### src/rtl/unet_pkg.sv
// Shared definitions for the UNET host controller: status codes, FSM states
// and the default transfer sizes.
package unet_pkg;

  localparam int N_WEIGHTS_DEF = 939;
  localparam int N_DATA_DEF    = 98369;
  localparam int N_OUT_DEF     = 65536;

  typedef enum logic [2:0] {
    CTRL_CALCULATING  = 3'd0,
    CTRL_SEND_WEIGHTS = 3'd1,
    CTRL_SEND_DATA    = 3'd2,
    CTRL_DATA_READY   = 3'd3,
    CTRL_SENDING      = 3'd4,
    CTRL_IDLE         = 3'd5
  } ctrl_t;

  typedef enum logic [2:0] {
    S_IDLE     = 3'd0,
    S_WLOAD    = 3'd1,
    S_DLOAD    = 3'd2,
    S_CALC     = 3'd3,
    S_READY    = 3'd4,
    S_PREFETCH = 3'd5,
    S_SEND     = 3'd6
  } state_t;

endpackage

### src/rtl/unet_xfer_counter.sv
// Word counter for load and readout phases: counts 0..terminal and returns to
// zero after the terminal word, so it never wraps through its full range.
module unet_xfer_counter #(
  parameter int CW = 17
) (
  input  logic          clk,
  input  logic          rst_n,
  input  logic          clear,
  input  logic          enable,
  input  logic [CW-1:0] terminal,
  output logic [CW-1:0] count,
  output logic          last
);

  assign last = (count == terminal);

  always_ff @(posedge clk or negedge rst_n) begin
    if (!rst_n) begin
      count <= '0;
    end else if (clear) begin
      count <= '0;
    end else if (enable) begin
      count <= last ? '0 : count + 1'b1;
    end
  end

endmodule

### src/rtl/unet_host_ctrl.sv
// Host-side sequencer for the UNET core: streams weights and input data into
// the core RAMs, starts the computation and streams the result back out.
module unet_host_ctrl
  import unet_pkg::*;
#(
  parameter int N_WEIGHTS = N_WEIGHTS_DEF,
  parameter int N_DATA    = N_DATA_DEF,
  parameter int N_OUT     = N_OUT_DEF,
  parameter int AW        = 17
) (
  input  logic          clk,
  input  logic          rst_n,
  input  logic          unet_enpulse,
  input  logic [31:0]   data_in,
  output logic [2:0]    ctrl,
  output logic          busy,
  output logic [31:0]   data_out,
  output logic          wt_we,
  output logic [AW-1:0] wt_addr,
  output logic [31:0]   wt_wdata,
  output logic          in_we,
  output logic [AW-1:0] in_addr,
  output logic [31:0]   in_wdata,
  output logic          core_start,
  input  logic          core_done,
  output logic [AW-1:0] out_raddr,
  input  logic [31:0]   out_rdata
);

  localparam int N_MAX = (N_WEIGHTS > N_DATA) ?
                         ((N_WEIGHTS > N_OUT) ? N_WEIGHTS : N_OUT) :
                         ((N_DATA > N_OUT) ? N_DATA : N_OUT);
  localparam int CW = (N_MAX > 1) ? $clog2(N_MAX) : 1;
  localparam logic [AW-1:0] RADDR_LAST = AW'(N_OUT - 1);

  state_t        state;
  logic          armed;
  logic          weights_loaded;
  logic          req;
  logic          cnt_en;
  logic [CW-1:0] terminal;
  logic [CW-1:0] count;
  logic          last;
  logic [AW-1:0] raddr_next;

  // Host handshake: unet_enpulse is a level; a request is one clk edge with
  // unet_enpulse=1 while armed. Arming needs unet_enpulse seen low while not
  // busy, so a held level gives exactly one request and busy-time pulses vanish.
  assign req = unet_enpulse && armed;

  assign cnt_en = (state == S_WLOAD) || (state == S_DLOAD) || (state == S_SEND);

  always_comb begin
    terminal = '0;
    case (state)
      S_WLOAD: terminal = CW'(N_WEIGHTS - 1);
      S_DLOAD: terminal = CW'(N_DATA - 1);
      S_SEND:  terminal = CW'(N_OUT - 1);
      default: terminal = '0;
    endcase
  end

  unet_xfer_counter #(.CW(CW)) u_counter (
    .clk      (clk),
    .rst_n    (rst_n),
    .clear    (!cnt_en),
    .enable   (cnt_en),
    .terminal (terminal),
    .count    (count),
    .last     (last)
  );

  // Writes are decoded from the state flop so a reset kills them at once.
  assign wt_we    = (state == S_WLOAD);
  assign wt_addr  = wt_we ? AW'(count) : '0;
  assign wt_wdata = wt_we ? data_in : '0;
  assign in_we    = (state == S_DLOAD);
  assign in_addr  = in_we ? AW'(count) : '0;
  assign in_wdata = in_we ? data_in : '0;

  // Read address runs one word ahead of data_out to hide the RAM latency.
  assign raddr_next = (out_raddr == RADDR_LAST) ? out_raddr : out_raddr + 1'b1;

  always_ff @(posedge clk or negedge rst_n) begin
    if (!rst_n) begin
      state          <= S_IDLE;
      ctrl           <= CTRL_IDLE;
      busy           <= 1'b0;
      core_start     <= 1'b0;
      data_out       <= '0;
      out_raddr      <= '0;
      weights_loaded <= 1'b0;
      armed          <= 1'b0;
    end else begin
      core_start <= 1'b0;
      data_out   <= '0;
      case (state)
        S_IDLE: begin
          if (req) begin
            armed <= 1'b0;
            busy  <= 1'b1;
            if (weights_loaded) begin
              state <= S_DLOAD;
              ctrl  <= CTRL_SEND_DATA;
            end else begin
              state <= S_WLOAD;
              ctrl  <= CTRL_SEND_WEIGHTS;
            end
          end else if (!unet_enpulse) begin
            armed <= 1'b1;
          end
        end
        S_WLOAD: begin
          if (last) begin
            state          <= S_IDLE;
            ctrl           <= CTRL_IDLE;
            busy           <= 1'b0;
            weights_loaded <= 1'b1;
          end
        end
        S_DLOAD: begin
          if (last) begin
            state      <= S_CALC;
            ctrl       <= CTRL_CALCULATING;
            core_start <= 1'b1;
          end
        end
        S_CALC: begin
          if (core_done) begin
            state <= S_READY;
            ctrl  <= CTRL_DATA_READY;
            busy  <= 1'b0;
          end
        end
        S_READY: begin
          if (req) begin
            armed     <= 1'b0;
            busy      <= 1'b1;
            state     <= S_PREFETCH;
            out_raddr <= raddr_next;
          end else if (!unet_enpulse) begin
            armed <= 1'b1;
          end
        end
        S_PREFETCH: begin
          state     <= S_SEND;
          ctrl      <= CTRL_SENDING;
          data_out  <= out_rdata;
          out_raddr <= raddr_next;
        end
        S_SEND: begin
          if (last) begin
            state     <= S_IDLE;
            ctrl      <= CTRL_IDLE;
            busy      <= 1'b0;
            out_raddr <= '0;
          end else begin
            data_out  <= out_rdata;
            out_raddr <= raddr_next;
          end
        end
        default: begin
          state <= S_IDLE;
          ctrl  <= CTRL_IDLE;
          busy  <= 1'b0;
        end
      endcase
    end
  end

endmodule
### config.mk
export PLATFORM = sky130hd
export DESIGN_NAME = unet_host_ctrl
export DESIGN_NICKNAME = d
export VERILOG_FILES = /design/src/rtl/unet_pkg.sv /design/src/rtl/unet_xfer_counter.sv /design/src/rtl/unet_host_ctrl.sv
export SDC_FILE = /design/constraint.sdc
export NUM_CORES = 1
export LEC_CHECK = 0
export CAP_MARGIN = 20
export CORE_MARGIN = 3
export CORE_UTILIZATION = 37
export DETAILED_ROUTE_END_ITERATION = 12
export PLACE_DENSITY = 0.75
export SLEW_MARGIN = 20
export SYNTH_ARGS = -nofsm -noshare
export SYNTH_HDL_FRONTEND = slang
export SYNTH_SLANG_ARGS = --single-unit
### constraint.sdc
create_clock -name clk -period 2.7 [get_ports clk]
set_input_delay 0.54 -clock clk [delete_from_list [all_inputs] [get_ports clk]]
set_output_delay 0.54 -clock clk [all_outputs]
set_load 0.02 [all_outputs]
==> impl_metrics.yaml, run 1 <==
power_and_ir_drop:
  cell_internal_pwr_uw: 2050
  irDropWorstVdd_mv: 0.275
  netSwitchingPower_uw: 580
  power.density_nw_per_um2: 362
  switching_share_pct: 22.1
  p_leak_uw: 0.00465
  power_frac_seq_pct: 44.5
  pwr-share-clk_pct: 46.5
  share_comb_of_total_power_pct: 8.9
  report.power.total_uw: 2630
finish:
  final_area_um2: 7260
  antenna_cells: 0
  drive_gt1_share_pct: 6.76
  areaGrowthSynthToFinish_pct: 65.5
  layout.nets: 776
  layout_commonest_cell: "clkdlybuf4s50_1"
  layout_common_cells: "146 x clkdlybuf4s50_1, 99 x and3_1, 74 x dlymetal6s2s_1, 71 x dfrtp_1, 48 x nand2_1"
timing:
  fin_skew_ns: 0.00918
  slew_violations: 0
  finalSetupViolations: 0
  finalCritPeriodShare_pct: 97.3
  worst_pin_slew_ns: 0.693
  setup_slack_ns: 0.0718
  fin_crit_ns: 2.63
  fmax_mhz: 380
  finalHoldViolations: 0
  maxSlewHeadroom_pct: 53.7
  tns_ns: 0
route:
  ant_nets: 0
  vias: 4578
  drt_iter0_markers: 386
  wl_per_cell_um: 16.5
  drt-total-wl_mm: 14.1
  vias_per_cell: 5.37
  drc: 0
  drtPass1Iterations: 5
yosys:
  syn_inst: 507
  syn-num-nets: 578
  synth_edf_count: 0
  synth_area_leaders: "dfrtp_1 42%, and3_1 14%, a21oi_1 4.7%"
  ys_seq_area_share_pct: 43.4
  yosysTopAreaCellShare_pct: 42.2
  yosys_warnings: 0
  ys_types: 57
  syn_avg_cell_area_um2: 8.66
  async_flop_share_pct: 100
  synthFlopType: "dfrtp_1"
  syn_area_um2: 4390
  yosysTopAreaCell: "dfrtp_1"
  synth-seq-cells: 76
clock_network:
  cts_tree: "done"
  cts.sinks: 76
  clk_path_buf_depth: 2
  clk_latency_ns: 0.34
  numCtsBuffers: 9
  cts.clk_slew.worst_paths_ns: 0.06
  cts-root-buf: "clkbuf_16"
  h-tree-depth: 3
  ctsHoldBuffers: 0
place:
  post-place-ws_ns: 0.124
  dp_hpwl_mm: 9.87
  gp_congestion: 0.811
  io_buffers: 221
  place_area_um2: 6740
global_routing:
  grt_pass1_wl_mm: 22.3
  grt_pass1_vias: 4595
  grt_max_degree: 51
  track_usage_pct: 20.7
  grt-ovfl-total: 0
  antenna_found_initial: 0
critical_path:
  cp_data_arrival_time_ns: 2.09
  critPathCaptureType: "primary output"
  rr_endpoint: "data_out[19]$_DFF_PN0_"
  crit_fanout: 50
  critPathKind: "reg -> out"
  cp.required_ns: 2.16
  r2r_start: "state[2]$_DFFE_PN0P_"
  regToRegSetupSlack_ns: 0.16
  rr_worst_depth: 6
  setup.worst_path.start_class: "register"
die:
  start_util_pct: 38.1
  dieArea_um2: 13200
  core-area_um2: 11500
  rows: 39
  die_y_um: 115
  die_x_um: 115
  ios: 222
flow_run:
  cap_violations: 0
outcome:
  status: "finished, final reports clean"
min_path:
  hp-class: "in -> async"
==> metal layers <==
metal	share of wire [%]	track usage (%)	wire [um]
met1	41	25.6	5820
met3	8.0	5.95	1120
met4	1.1	6.03	150
met5	0	0	0
met2	50	35.1	6980
==> final cells by class <==
| type | instances | area, um^2 |
|---|---|---|
| Clock buffer | 11 | 243 |
| Clock inverter | 5 | 60.1 |
| Inverter | 7 | 30.0 |
| Fill cell | 962 | 4250 |
| Tap cell | 143 | 179 |
| Timing Repair Buffer | 237 | 2580 |
| Multi-Input combinational cell | 374 | 2260 |
| Sequential cell | 76 | 1910 |
==> how the worst max path moves through the flow <==
stage                                    start                         to  slack (ns)  depth (start not counted)
after floorplan           state[2]$_DFFE_PN0P_        ctrl[0]$_DFFE_PN1P_        0.03                         10
after global placement    state[2]$_DFFE_PN0P_   out_raddr[9]$_DFFE_PN0P_        0.21                          6
after detailed placement  state[2]$_DFFE_PN0P_  out_raddr[13]$_DFFE_PN0P_        0.12                          6
after CTS                 state[2]$_DFFE_PN0P_                in_wdata[7]       0.007                          4
after global routing      state[2]$_DFFE_PN0P_               in_wdata[30]      -0.001                          4
final                     state[2]$_DFFE_PN0P_                 wt_addr[5]        0.07                          4
==> synth_stat cells (3+ instances only) <==
master / n
and3_1: 99
dfrtp_1: 74
nand2_1: 48
nor2_1: 45
a21oi_1: 41
clkbuf_1: 39
nand3_1: 21
xnor2_1: 18
nand4_1: 9
o21ai_0: 9
xor2_1: 8
inv_1: 7
nor4_1: 7
nand2b_1: 6
buf_2: 5
or3_1: 5
a21o_1: 4
a31oi_1: 4
buf_6: 3
ha_1: 3
mux2i_1: 3
o211ai_1: 3
==> flip-flops by register name, summed over array words and instances (netlist names) <==
signal / flops
busy: 1
ctrl: 3
u_counter.count: 17
weights_loaded: 1
armed: 1
out_raddr: 17
core_start: 1
data_out: 32
state: 3
==> worst max-delay path, cell delays in order (launching register included) <==
cell and delay, ns:
dfrtp_4 0.57, nor2_2 0.16, buf_12 0.21, and3_1 0.18, clkdlybuf4s50_1 0.60
==> what timing repair did <==
item,CTS,global route
endpoints found under the setup margin,57,57
gates cloned,0,0
setup buffers,0,2
resized for setup,3,77
==> through the flow <==
stage | instances | hold slack, ns | utilization [%]
final | 853 | 0.183 | 63.1
after floorplan | 507 | 0.244 | -
after CTS | 851 | 0.193 | 61.3
after global placement | 835 | 0.473 | 58.5
after global routing | 853 | 0.221 | 63.1
after detailed placement | 835 | 0.469 | 58.5
==> logic make-up (layout without fill, tap and decap cells) <==
logic type | count (synthesis) | after routing | synth area share (%)
mux | 4 | 4 | 1.03
xor+xnor | 26 | 26 | 5.19
compound gates | 84 | 84 | 12.1
buf+inv | 57 | 260 | 5.61
flops | 76 | 76 | 43.4
simple gates | 257 | 257 | 31.8
fa+ha+maj | 3 | 3 | 0.855
==> power by group through the flow <==
stage               clock (uW)  sequential, uW  combinational, uW
CTS                       1240            1170                238
floorplan                    0            1220               21.5
global placement             0            1190                233
finish                    1220            1170                235
detailed placement           0            1190                237
global route              1300            1170                252
Note: power is estimated with default switching activity, not from simulation.
==> inputs of run 2 (changes only) <==
- CAP_MARGIN: 20 -> 25
- SLEW_MARGIN: 20 -> unset
==> results of run 2 <==
Same layout as run 1: the final DEF is identical, and so are final timing and power.
==> inputs of run 3 (changes only) <==
- CORE_UTILIZATION: 37 -> 38
- CTS_BUF_LIST: unset -> sky130_fd_sc_hd__clkbuf_2
- PLACE_DENSITY: 0.75 -> 0.77
- SETUP_SLACK_MARGIN: unset -> 0.2
- SKIP_CTS_REPAIR_TIMING: unset -> 1
==> run 3 against run 2 <==
First-iteration DRC count is 18% higher. Critical path depth is 2 higher. Core utilization is 1.3 points lower. Clock-buffer cell count is 2 lower. Register-to-register slack better by 0.11 ns. Clock skew is 0.038 ns higher. Maximum frequency is 8.1% higher. Worst setup slack better by 0.20 ns. Flip-flop and latch count stayed put. Design area is 5.8% lower. Via count is 3.6% higher. Sequential share of layout area is 1.6 points higher. Largest cell class unchanged. Highest routed layer unchanged.
==> impl_metrics.yaml, run 3 (synthesized netlist as in run 1, its figures left out) <==
timing:
  fmax_mhz: 411
  worst_pin_slew_ns: 0.656
  fin_crit_ns: 2.43
  setup_slack_ns: 0.268
  maxSlewHeadroom_pct: 56.2
  finalHoldViolations: 0
  timing.hold.ws_ns: 0.508
  tns_ns: 0
  slew_violations: 0
  finalSetupViolations: 0
  rsz0062_at_grt: "yes"
  fin_skew_ns: 0.0468
  finalCritPeriodShare_pct: 90.1
die:
  rows: 38
  ios: 222
  die_x_um: 113
  core-area_um2: 11100
  die_y_um: 113
  dieArea_um2: 12900
  start_util_pct: 39.6
power_and_ir_drop:
  report.power.total_uw: 2120
  power_frac_seq_pct: 55.2
  cell_internal_pwr_uw: 1610
  switching_share_pct: 24.2
  irDropWorstVdd_mv: 0.249
  power.density_nw_per_um2: 310
  p_leak_uw: 0.00424
  netSwitchingPower_uw: 514
  share_comb_of_total_power_pct: 11.3
  pwr-share-clk_pct: 33.6
critical_path:
  critPathKind: "reg -> reg"
  critPathCaptureType: "register"
  cp.required_ns: 3.15
  cp_data_arrival_time_ns: 2.88
  slowest_stage: "or4_1"
  setup.worst_path.start_class: "register"
  crit_chain: "buf_2, nand3b_4, or4_1, a32o_1, o32a_1, mux2_4"
  crit_fanout: 10
  cp_slowest_stage_delay_ns: 0.53
route:
  drt_iter0_markers: 455
  ant_nets: 0
  drtPass1Iterations: 8
  vias: 4741
  vias_per_cell: 5.49
  drc: 0
  wl_per_cell_um: 17.1
  drt-total-wl_mm: 14.8
clock_network:
  numCtsBuffers: 9
  cts-root-buf: "clkbuf_2"
  cts_tree: "done"
  cts.sinks: 76
  clk_latency_ns: 0.52
  cts.clk_slew.worst_paths_ns: 0.19
  h-tree-depth: 3
  clk_path_buf_depth: 2
finish:
  layout_commonest_cell: "clkdlybuf4s50_1"
  areaGrowthSynthToFinish_pct: 55.9
  fillers: 944
  largest-register: "data_out"
  top_regs: "data_out (32), out_raddr (17), u_counter.count (17)"
  largest_register_ffs: 32
  final_area_um2: 6840
  layout_common_cells: "120 x clkdlybuf4s50_1, 99 x and3_1, 71 x dfrtp_1, 62 x clkbuf_2"
  layout.nets: 791
  drive_gt1_share_pct: 15.7
  antenna_cells: 0
place:
  io_buffers: 221
  dp_hpwl_mm: 10.5
  post-place-ws_ns: 0.254
  gp_congestion: 0.823
  place_area_um2: 6730
min_path:
  hp-class: "reg -> reg"
global_routing:
  grt_max_degree: 50
  track_usage_pct: 21.8
  grt_pass1_vias: 4556
  grt-ovfl-total: 0
  antenna_found_initial: 0
  grt_pass1_wl_mm: 22.8
flow_run:
  cap_violations: 0
outcome:
  status: "finished, final reports clean"
[run 3: changes by cell type in the layout (fill, tap and decap cells not counted), moves of 2 or more]
cell and change:
clkbuf_2 +62, clkdlybuf4s50_1 -26, dlymetal6s2s_1 -26, buf_4 +13, clkbuf_16 -9, buf_12 -3
clkinvlp_4 -2
[run 3: power groups by stage]
stage / Sequential, uW / Combinational, uW / Clock (uW)
2_1_floorplan: 1220 / 21.5 / 0
3_3_place_gp: 1190 / 237 / 0
3_5_place_dp: 1190 / 240 / 0
4_1_cts: 1170 / 241 / 725
5_1_grt: 1170 / 257 / 778
6_report: 1170 / 239 / 713
[run 3: final cells by class]
| type | count | area, um^2 | share of cell area [%] |
|---|---|---|---|
| clock buffers | 9 | 45.0 | 0.658 |
| clock inverters | 6 | 87.6 | 1.28 |
| inverters | 7 | 26.3 | 0.384 |
| multi-input cells | 374 | 2260 | 33.1 |
| flip-flops and latches | 76 | 1910 | 27.9 |
| well taps | 140 | 175 | 2.56 |
| repair buffers | 252 | 2340 | 34.1 |
[run 3: worst paths after layout]
check | from | to | slack [ns] | cells after the start
max | state[0]$_DFFE_PN0P_ | ctrl[0]$_DFFE_PN1P_ | 0.27 | 6
min | ctrl[1]$_DFFE_PN0P_ | ctrl[1]$_DFFE_PN0P_ | 0.51 | 1
max reg2reg | state[0]$_DFFE_PN0P_ | ctrl[0]$_DFFE_PN1P_ | 0.27 | 6
min reg2reg | ctrl[1]$_DFFE_PN0P_ | ctrl[1]$_DFFE_PN0P_ | 0.51 | 1
max in group asynchronous | rst_n | data_out[15]$_DFF_PN0_ | 1.55 | 3
min in group asynchronous | rst_n | out_raddr[14]$_DFFE_PN0P_ | 0.53 | 2
[run 3: per-layer routing]
| metal | wire length [um] | GRT usage [%] | share of wire, % |
|---|---|---|---|
| met3 | 1190 | 7.11 | 8.0 |
| met2 | 7470 | 36.9 | 50 |
| met1 | 5860 | 26.8 | 40 |
| met5 | 0 | 0 | 0 |
| met4 | 286 | 5.29 | 1.9 |
[run 3: critical path: cells and delay by family (launching register included)]
kind,cells,cell delay (ns)
muxes,1,0.31
AOI/OAI and AO/OA,2,0.67
and+or+nand+nor,2,0.73
buffers and inverters,1,0.20
DFF,1,0.50
[run 3: metrics by stage]
stage | cells | utilization (%)
after floorplan | 507 | -
after global placement | 837 | 60.7
after detailed placement | 837 | 60.7
after CTS | 852 | 61.9
after global routing | 864 | 61.8
final | 864 | 61.8
